### src/rtl/sqrt_result_display_if.sv
// Result handshake between the square-root core and the display stage.
// The producer holds res_data/res_valid until it sees res_ready.
interface sqrt_result_display_if #(
    parameter int unsigned WIDTH = 8
) ();
    logic [WIDTH-1:0] res_data;
    logic             res_valid;
    logic             res_ready;

    modport master (
        output res_data,
        output res_valid,
        input  res_ready
    );

    modport slave (
        input  res_data,
        input  res_valid,
        output res_ready
    );
endinterface

### src/rtl/sqrt_result_display.sv
// Binary-to-BCD converter (sequential double-dabble) feeding a time-multiplexed
// 7-segment display with leading-zero blanking; the display shows the committed value.
module sqrt_result_display #(
    parameter int unsigned WIDTH    = 8,
    parameter int unsigned DIGITS   = 3,
    parameter int unsigned SCAN_DIV = 10
) (
    input  logic                  clk,
    input  logic                  rst_n,
    sqrt_result_display_if.slave  res,
    output logic                  busy,
    output logic [4*DIGITS-1:0]   bcd_out,
    output logic [6:0]            seg,
    output logic [DIGITS-1:0]     dig_sel
);

    localparam int unsigned CntW = $clog2(WIDTH + 1);
    localparam int unsigned IdxW = (DIGITS > 1) ? $clog2(DIGITS) : 1;
    localparam int unsigned BcdW = 4 * DIGITS;

    typedef enum logic [1:0] {
        StIdle,
        StShift,
        StCommit
    } state_e;

    state_e              state_q, state_d;
    logic [WIDTH-1:0]    bin_q, bin_d;
    logic [BcdW-1:0]     work_q, work_d;
    logic [CntW-1:0]     cnt_q, cnt_d;
    logic [BcdW-1:0]     bcd_q, bcd_d;
    logic [SCAN_DIV-1:0] presc_q, presc_d;
    logic [IdxW-1:0]     idx_q, idx_d;

    logic [BcdW-1:0]       adj;
    logic [BcdW+WIDTH-1:0] shifted;

    function automatic logic [6:0] seg_decode(input logic [3:0] d);
        case (d)
            4'd0:    return 7'h3F;
            4'd1:    return 7'h06;
            4'd2:    return 7'h5B;
            4'd3:    return 7'h4F;
            4'd4:    return 7'h66;
            4'd5:    return 7'h6D;
            4'd6:    return 7'h7D;
            4'd7:    return 7'h07;
            4'd8:    return 7'h7F;
            4'd9:    return 7'h6F;
            default: return 7'h00;
        endcase
    endfunction

    // Conversion FSM: add-3 correction happens before the shift in the same cycle.
    always_comb begin
        state_d = state_q;
        bin_d   = bin_q;
        work_d  = work_q;
        cnt_d   = cnt_q;
        bcd_d   = bcd_q;
        adj     = work_q;
        for (int k = 0; k < int'(DIGITS); k++) begin
            if (work_q[4*k +: 4] >= 4'd5) begin
                adj[4*k +: 4] = work_q[4*k +: 4] + 4'd3;
            end
        end
        shifted = {adj, bin_q} << 1;

        unique case (state_q)
            StIdle: begin
                if (res.res_valid) begin
                    bin_d   = res.res_data;
                    work_d  = '0;
                    cnt_d   = '0;
                    state_d = StShift;
                end
            end
            StShift: begin
                {work_d, bin_d} = shifted;
                cnt_d           = cnt_q + 1'b1;
                if (cnt_q == CntW'(WIDTH - 1)) begin
                    state_d = StCommit;
                end
            end
            StCommit: begin
                bcd_d   = work_q;
                state_d = StIdle;
            end
            default: state_d = StIdle;
        endcase
    end

    always_comb begin
        res.res_ready = (state_q == StIdle);
        busy          = (state_q == StShift) || (state_q == StCommit);
    end

    // Free-running scan: the digit index advances when the prescaler wraps.
    always_comb begin
        presc_d = presc_q + 1'b1;
        idx_d   = idx_q;
        if (presc_q == '1) begin
            idx_d = (idx_q == IdxW'(DIGITS - 1)) ? '0 : idx_q + 1'b1;
        end
    end

    logic [DIGITS-1:0] blank;
    logic              higher_zero;
    logic [3:0]        cur_nib;
    logic              cur_blank;

    // Digit k>0 is blanked when it and every digit above it are zero.
    always_comb begin
        blank       = '0;
        higher_zero = 1'b1;
        cur_nib     = '0;
        cur_blank   = 1'b0;
        for (int k = int'(DIGITS) - 1; k >= 1; k--) begin
            higher_zero = higher_zero & (bcd_q[4*k +: 4] == 4'd0);
            blank[k]    = higher_zero;
        end
        for (int k = 0; k < int'(DIGITS); k++) begin
            if (idx_q == IdxW'(k)) begin
                cur_nib   = bcd_q[4*k +: 4];
                cur_blank = blank[k];
            end
        end
        seg     = cur_blank ? 7'h00 : seg_decode(cur_nib);
        dig_sel = DIGITS'(1) << idx_q;
        bcd_out = bcd_q;
    end

    always_ff @(posedge clk) begin
        if (!rst_n) begin
            state_q <= StIdle;
            bin_q   <= '0;
            work_q  <= '0;
            cnt_q   <= '0;
            bcd_q   <= '0;
            presc_q <= '0;
            idx_q   <= '0;
        end else begin
            state_q <= state_d;
            bin_q   <= bin_d;
            work_q  <= work_d;
            cnt_q   <= cnt_d;
            bcd_q   <= bcd_d;
            presc_q <= presc_d;
            idx_q   <= idx_d;
        end
    end

endmodule

### src/flat_wrapper.sv
// flat-port wrapper written by rule: the top's interface ports become plain ports
module sqrt_result_display_flat 
#(
    parameter int unsigned WIDTH    = 8,
    parameter int unsigned DIGITS   = 3,
    parameter int unsigned SCAN_DIV = 10
)
  (clk, rst_n, busy, bcd_out, seg, dig_sel, res_res_data, res_res_valid, res_res_ready);
  sqrt_result_display_if #(.WIDTH(WIDTH)) res_i ();
  input  logic clk;
  input  logic rst_n;
  output logic busy;
  output logic [4*DIGITS-1:0] bcd_out;
  output logic [6:0] seg;
  output logic [DIGITS-1:0] dig_sel;
  input wire logic [$bits(res_i.res_data)-1:0] res_res_data;
  input wire logic [$bits(res_i.res_valid)-1:0] res_res_valid;
  output wire logic [$bits(res_i.res_ready)-1:0] res_res_ready;
  assign res_i.res_data = res_res_data;
  assign res_i.res_valid = res_res_valid;
  assign res_res_ready = res_i.res_ready;
  sqrt_result_display #(.WIDTH(WIDTH), .DIGITS(DIGITS), .SCAN_DIV(SCAN_DIV)) u_core (.clk(clk), .rst_n(rst_n), .res(res_i), .busy(busy), .bcd_out(bcd_out), .seg(seg), .dig_sel(dig_sel));
endmodule
### config.mk
export PLATFORM = sky130hd
export DESIGN_NAME = sqrt_result_display_flat
export DESIGN_NICKNAME = d
export VERILOG_FILES = /design/src/rtl/sqrt_result_display_if.sv /design/src/rtl/sqrt_result_display.sv /design/src/flat_wrapper.sv
export SDC_FILE = /design/constraint.sdc
export NUM_CORES = 1
export LEC_CHECK = 0
export CAP_MARGIN = 10
export CORE_MARGIN = 2
export CORE_UTILIZATION = 55
export CTS_CLUSTER_DIAMETER = 120
export DETAILED_ROUTE_END_ITERATION = 8
export PLACE_DENSITY = 0.8
export SLEW_MARGIN = 20
export SYNTH_ARGS = -nofsm -noshare
export SYNTH_HDL_FRONTEND = slang
export SYNTH_SLANG_ARGS = --single-unit
### constraint.sdc
create_clock -name clk -period 3.25 [get_ports clk]
set_input_delay 0.325 -clock clk [delete_from_list [all_inputs] [get_ports clk]]
set_output_delay 0.325 -clock clk [all_outputs]
set_load 0.02 [all_outputs]
# ---- Yosys cells after proc, flatten, opt, wreduce, memory -nomap -nowiden
# Memories as Yosys holds them, arrays and structs flattened.
# Cells that the tools add are included.
dict set report word_totals {
  ff_bits 50
  romBits 112
  inputBits 11
  out_inout_bits 24
  wordCells 54
  mem_count 1
}
# name depth word_bits read_ports rd_clocked_by_memory_dff wr line_no
set mem_list {}
lappend mem_list {{(name not given)} 16 7 1 0 0 sqrt_result_display.sv:39} ;# case (d)
dict set report op_classes {
  n_addsub 6
  order_cmp 3
  n_eq_ne 8
  shifts 1
  n_mux 19
  bitwise 1
  n_reduce_logical 8
}
# op n
set ops {}
lappend ops {{$mux 4} 6}
lappend ops {{$pmux 12 s2} 1}
lappend ops {{$pmux 8 s2} 1}
lappend ops {{$ge 4x3->1 const B} 3}
lappend ops {{$mux 12} 1}
lappend ops {{$add 10x1->10 const B} 1}
lappend ops {{$eq 10x10->1 const B} 1}
lappend ops {{$add 4x2->4 const B} 2}
lappend ops {{$logic_not 4->1} 2}
lappend ops {{$mux 8} 1}
lappend ops {{$pmux 4 s2} 1}
lappend ops {{$mux 7} 1}
lappend ops {{$mux 2} 3}
lappend ops {{$add 4x1->4 const B} 1}
lappend ops {{$eq 2x1->1 const B} 2}
lappend ops {{$eq 2x2->1 const B} 2}
lappend ops {{$eq 4x3->1 const B} 1}
lappend ops {{$logic_not 2->1} 2}
lappend ops {{$pmux 2 s2} 1}
lappend ops {{$reduce_and 2->1} 2}
lappend ops {{$add 3x2->3 const B} 1}
lappend ops {{$mux 3} 1}
lappend ops {{$shl 1x2->3 const A} 1}
lappend ops {{$add 2x1->2 const B} 1}
lappend ops {{other kinds (6)} 7}

# ---- Logic depth before layout (Yosys ltp)
# An unclocked memory read counts as a cell.
dict set report depth {
  word_depth 6
  depth_mapped 9
  ltp_nobuf 7
}

# ---- Least setup slack after synthesis
# No wires, ideal clock.
dict set report synth_timing {
  path_kind {register to output}
  from {reg u_core.idx_q[1]}
  to {out seg[3]}
  arrival_ns 1.819
  t_required_ns 2.925
  path_slack_ns 1.106
  path_stages_with_launch 7
  path_buffers 1
  path_cell_list {dfxtp_1 buf_6 mux2i_1 o22a_1 ha_1 mux2_2 a21oi_1}
}
dict set report synth_via {
  elab_chain_len 6
  elab_cells_between_ends 10
  cone_classes {eq/ne (2); mux (6); reduce/logical (1); memory (1)}
}
# item line_no
set synth_lines {}
lappend synth_lines {{start, declared} sqrt_result_display.sv:33} ;# logic [IdxW-1:0] idx_q, idx_d;
lappend synth_lines {{start signal, assigned} sqrt_result_display.sv:149} ;# idx_q <= idx_d;
lappend synth_lines {{$logic_not 2->1} sqrt_result_display.sv:123} ;# if (idx_q == IdxW'(k)) begin
lappend synth_lines {{$mux 4 (3 in series)} sqrt_result_display.sv:123}
lappend synth_lines {{$mem_v2 16x7} -}
lappend synth_lines {{$mux 7 *} sqrt_result_display.sv:128} ;# seg = cur_blank ? 7'h00 : seg_decode(cur_nib);
lappend synth_lines {{end, declared} flat_wrapper.sv:14} ;# output logic [6:0] seg;
# Every way passes the cells marked *; elsewhere a longest branch is shown, timed or not.

# ---- Worst setup path after layout
dict set report layout_timing {
  from {reg u_core.idx_q[0]}
  to {out seg[3]}
}
# The elaborated chain is that of the path after synthesis.

==> results.yml <==
status:
  status: "finished, final reports clean"
die:
  start_util_pct: 58.0
  die_w_um: 72.3
  ioPinCount: 35
  rows: 24
  die_height_um: 72.3
  dieArea_mm2: 0.00522
  core-area_mm2: 0.00441
cells_and_area:
  layout.nets: 349
  final_cell_mix: "dfxtp_1 (49), nor2_1 (40), clkdlybuf4s50_1 (34)"
  final_cells: 375
  layout-drive-gt1-share_pct: 6.50
  layout_commonest_cell: "dfxtp_1"
  final_util_pct: 67.8
  insertedDiodeCount: 0
  area_growth_syn_to_layout_pct: 16.7
sta:
  hold_violations: 0
  tightest_slew_ns: 0.726
  finalSetupViolCount: 0
  finalSetupTns_ns: 0
  relSlewSlack_pct: 51.5
  layout_setup_ws_ns: 0.260
  rsz0062_at_grt: "no"
  finalCritPeriodShare_pct: 92.0
  finalMaxSlewViolations: 0
  fin_skew_ns: 0.0133
  max_freq_mhz: 334
  post-route-min-period_ns: 2.99
pwr:
  clkPwrFrac_pct: 29.4
  swShare_pct: 29.5
  internal-power_mw: 0.883
  p_comb_share_pct: 17.7
  switchingPower_mw: 0.370
  power.static_leakage_nw: 1.09
  pwr-share-seq_pct: 52.9
  p_per_area_mw_per_mm2: 419
  max-vdd-ir-drop_uv: 331
clocking:
  hold_buffers: 0
  cts.path.max_buffers: 2
  numClockSinks: 50
  clk_latency_ns: 0.30
  tritoncts: "built"
  clockRootBuffer: "clkbuf_8"
  clkTransAtPathRegs_ns: 0.10
  ctsHtreeMaxLevel: 2
  cts_buffers: 5
placed_design:
  io_buffer_count: 34
  place_ws_ns: 0.482
  dp_cells: 367
  dp_hpwl_mm: 3.43
  gp_congestion: 0.782
hold_path:
  whs_path_depth: 1
  hold_class: "flop to flop"
  min_from: "u_core.presc_q[0]"
routing:
  drt-total-wl_mm: 4.80
  post_drt_wl_per_cell_um: 12.8
  ant_nets: 0
  dr_total_vias: 2094
  drt_iter0_drc: 132
  post-route-drc-count: 0
  via_per_inst: 5.58
  firstDrtPassIters: 4
synthesis:
  yosysTopAreaCell: "dfxtp_1"
  synth_cell_type_count: 42
  ys_seq_area_share_pct: 39.1
  synth_top_area_share_pct: 39.1
  synthFlopType: "dfxtp_1"
  synth_area_per_cell_um2: 8.72
  syn_inst: 294
  synth_edf_count: 0
  synth_area_mm2: 0.00256
  synth_seq_cells: 50
  yosysWarnings: 0
  synth.net_count: 321
  synth_area_leaders: "dfxtp_1 (39%), mux2i_1 (9.4%), ha_1 (7.8%)"
  async_reset_ff_share_pct: 0
worst_setup_path:
  worst_setup_path_end_kind: "output port"
  start_kind: "flop"
  regToRegSetupSlack_ns: 1.20
  cp_max_fo: 13
  cp-startpoint: "u_core.idx_q[0]"
  required_ns: 2.92
  r2r-start: "u_core.state_q[0]"
  worstRegToRegCells: 6
  cp_data_arrival_time_ns: 2.66
  path_class: "flop to output port"
global_routing:
  grt_pass1_vias: 1934
  grt_pass1_wl_mm: 8.57
  gr-usage-all-layers_pct: 20.4
  grt-ovfl-total: 0
  antenna_found_initial: 0
  grt_max_degree: 47
job:
  maxCapViolations: 0
path summary, 6_finish.rpt:
path / end
setup / recovery: seg[3]
hold reg to reg: u_core.presc_q[0]
setup reg to reg: u_core.work_q[8]
hold / removal: u_core.presc_q[0]
critical path, cell delays in order, from the launching register on:
cell             delay (ns)
dfxtp_1                0.56
nand2_1                0.09
o22ai_1                0.34
inv_1                  0.15
ha_1                   0.21
mux2_2                 0.26
a21oi_1                0.14
clkdlybuf4s50_1        0.61
synthesized netlist by cell type (6+ instances only):
library cell  number
mux2i_1           24
nand2_1           14
o21ai_0           13
inv_1             15
dfxtp_1           50
nor2_1            40
a21oi_1           22
a211oi_1           6
nand3_1           10
ha_1              16
a22oi_1            8
power groups by stage:
stage	registers [mW]	logic, mW	clock network [mW]
detailed placement	0.676	0.220	0
floorplan	0.671	0.175	0
finish	0.662	0.222	0.369
CTS	0.662	0.221	0.378
global route	0.666	0.247	0.404
global placement	0.675	0.218	0
routing by layer:
metal / share of wire [%] / wire (um) / track usage, %
met3: 3.2 / 153 / 4.17
met5: 0 / 0 / 0
met2: 47 / 2270 / 35.4
met1: 48 / 2320 / 25.5
met4: 1.1 / 53 / 6.08
registers in the layout, summed over array words and instances (netlist names):
signal and flops:
u_core.presc_q 10, u_core.cnt_q 4, u_core.bin_q 8, u_core.idx_q 2, u_core.bcd_out 12, u_core.state_q 2, u_core.work_q 12
kinds of logic (layout without fill, tap and decap cells):
| logic type | Yosys count | in the layout | share of synthesized area [%] |
|---|---|---|---|
| xor gates and xnor gates | 10 | 10 | 3.42 |
| and+or+nand+nor | 93 | 93 | 16.8 |
| muxes | 28 | 28 | 11.1 |
| DFF | 50 | 50 | 39.1 |
| buffers and inverters | 31 | 60 | 5.66 |
| AOI/OAI and AO/OA | 66 | 66 | 16.1 |
| adders and majority gates | 16 | 16 | 7.81 |
metrics by stage:
stage | power (mW) | hold slack (ns) | instance area (um2)
after global placement | 0.893 | 0.443 | 2890
after CTS | 1.26 | 0.471 | 2990
after detailed placement | 0.896 | 0.448 | 2890
after global routing | 1.32 | 0.495 | 2990
final | 1.25 | 0.465 | 2990
after floorplan | 0.846 | 0.430 | 2560
area by class of cell:
class                           count  area [um2]
Fill cell                         365        1420
Multi-Input combinational cell    213        1420
Sequential cell                    50        1000
Timing Repair Buffer               35         348
Clock buffer                        5        68.8
Tap cell                           52        65.1
Inverter                           17        63.8
Clock inverter                      3        23.8
timing repair:
action / 4_1_cts / 5_1_grt
setup buffers: 0 / 0
endpoints found under the setup margin: 0 / 2
resized for setup: 0 / 1
endpoints found under the hold margin: 0 / 0
No activity file was read; power rests on OpenSTA's default activity.
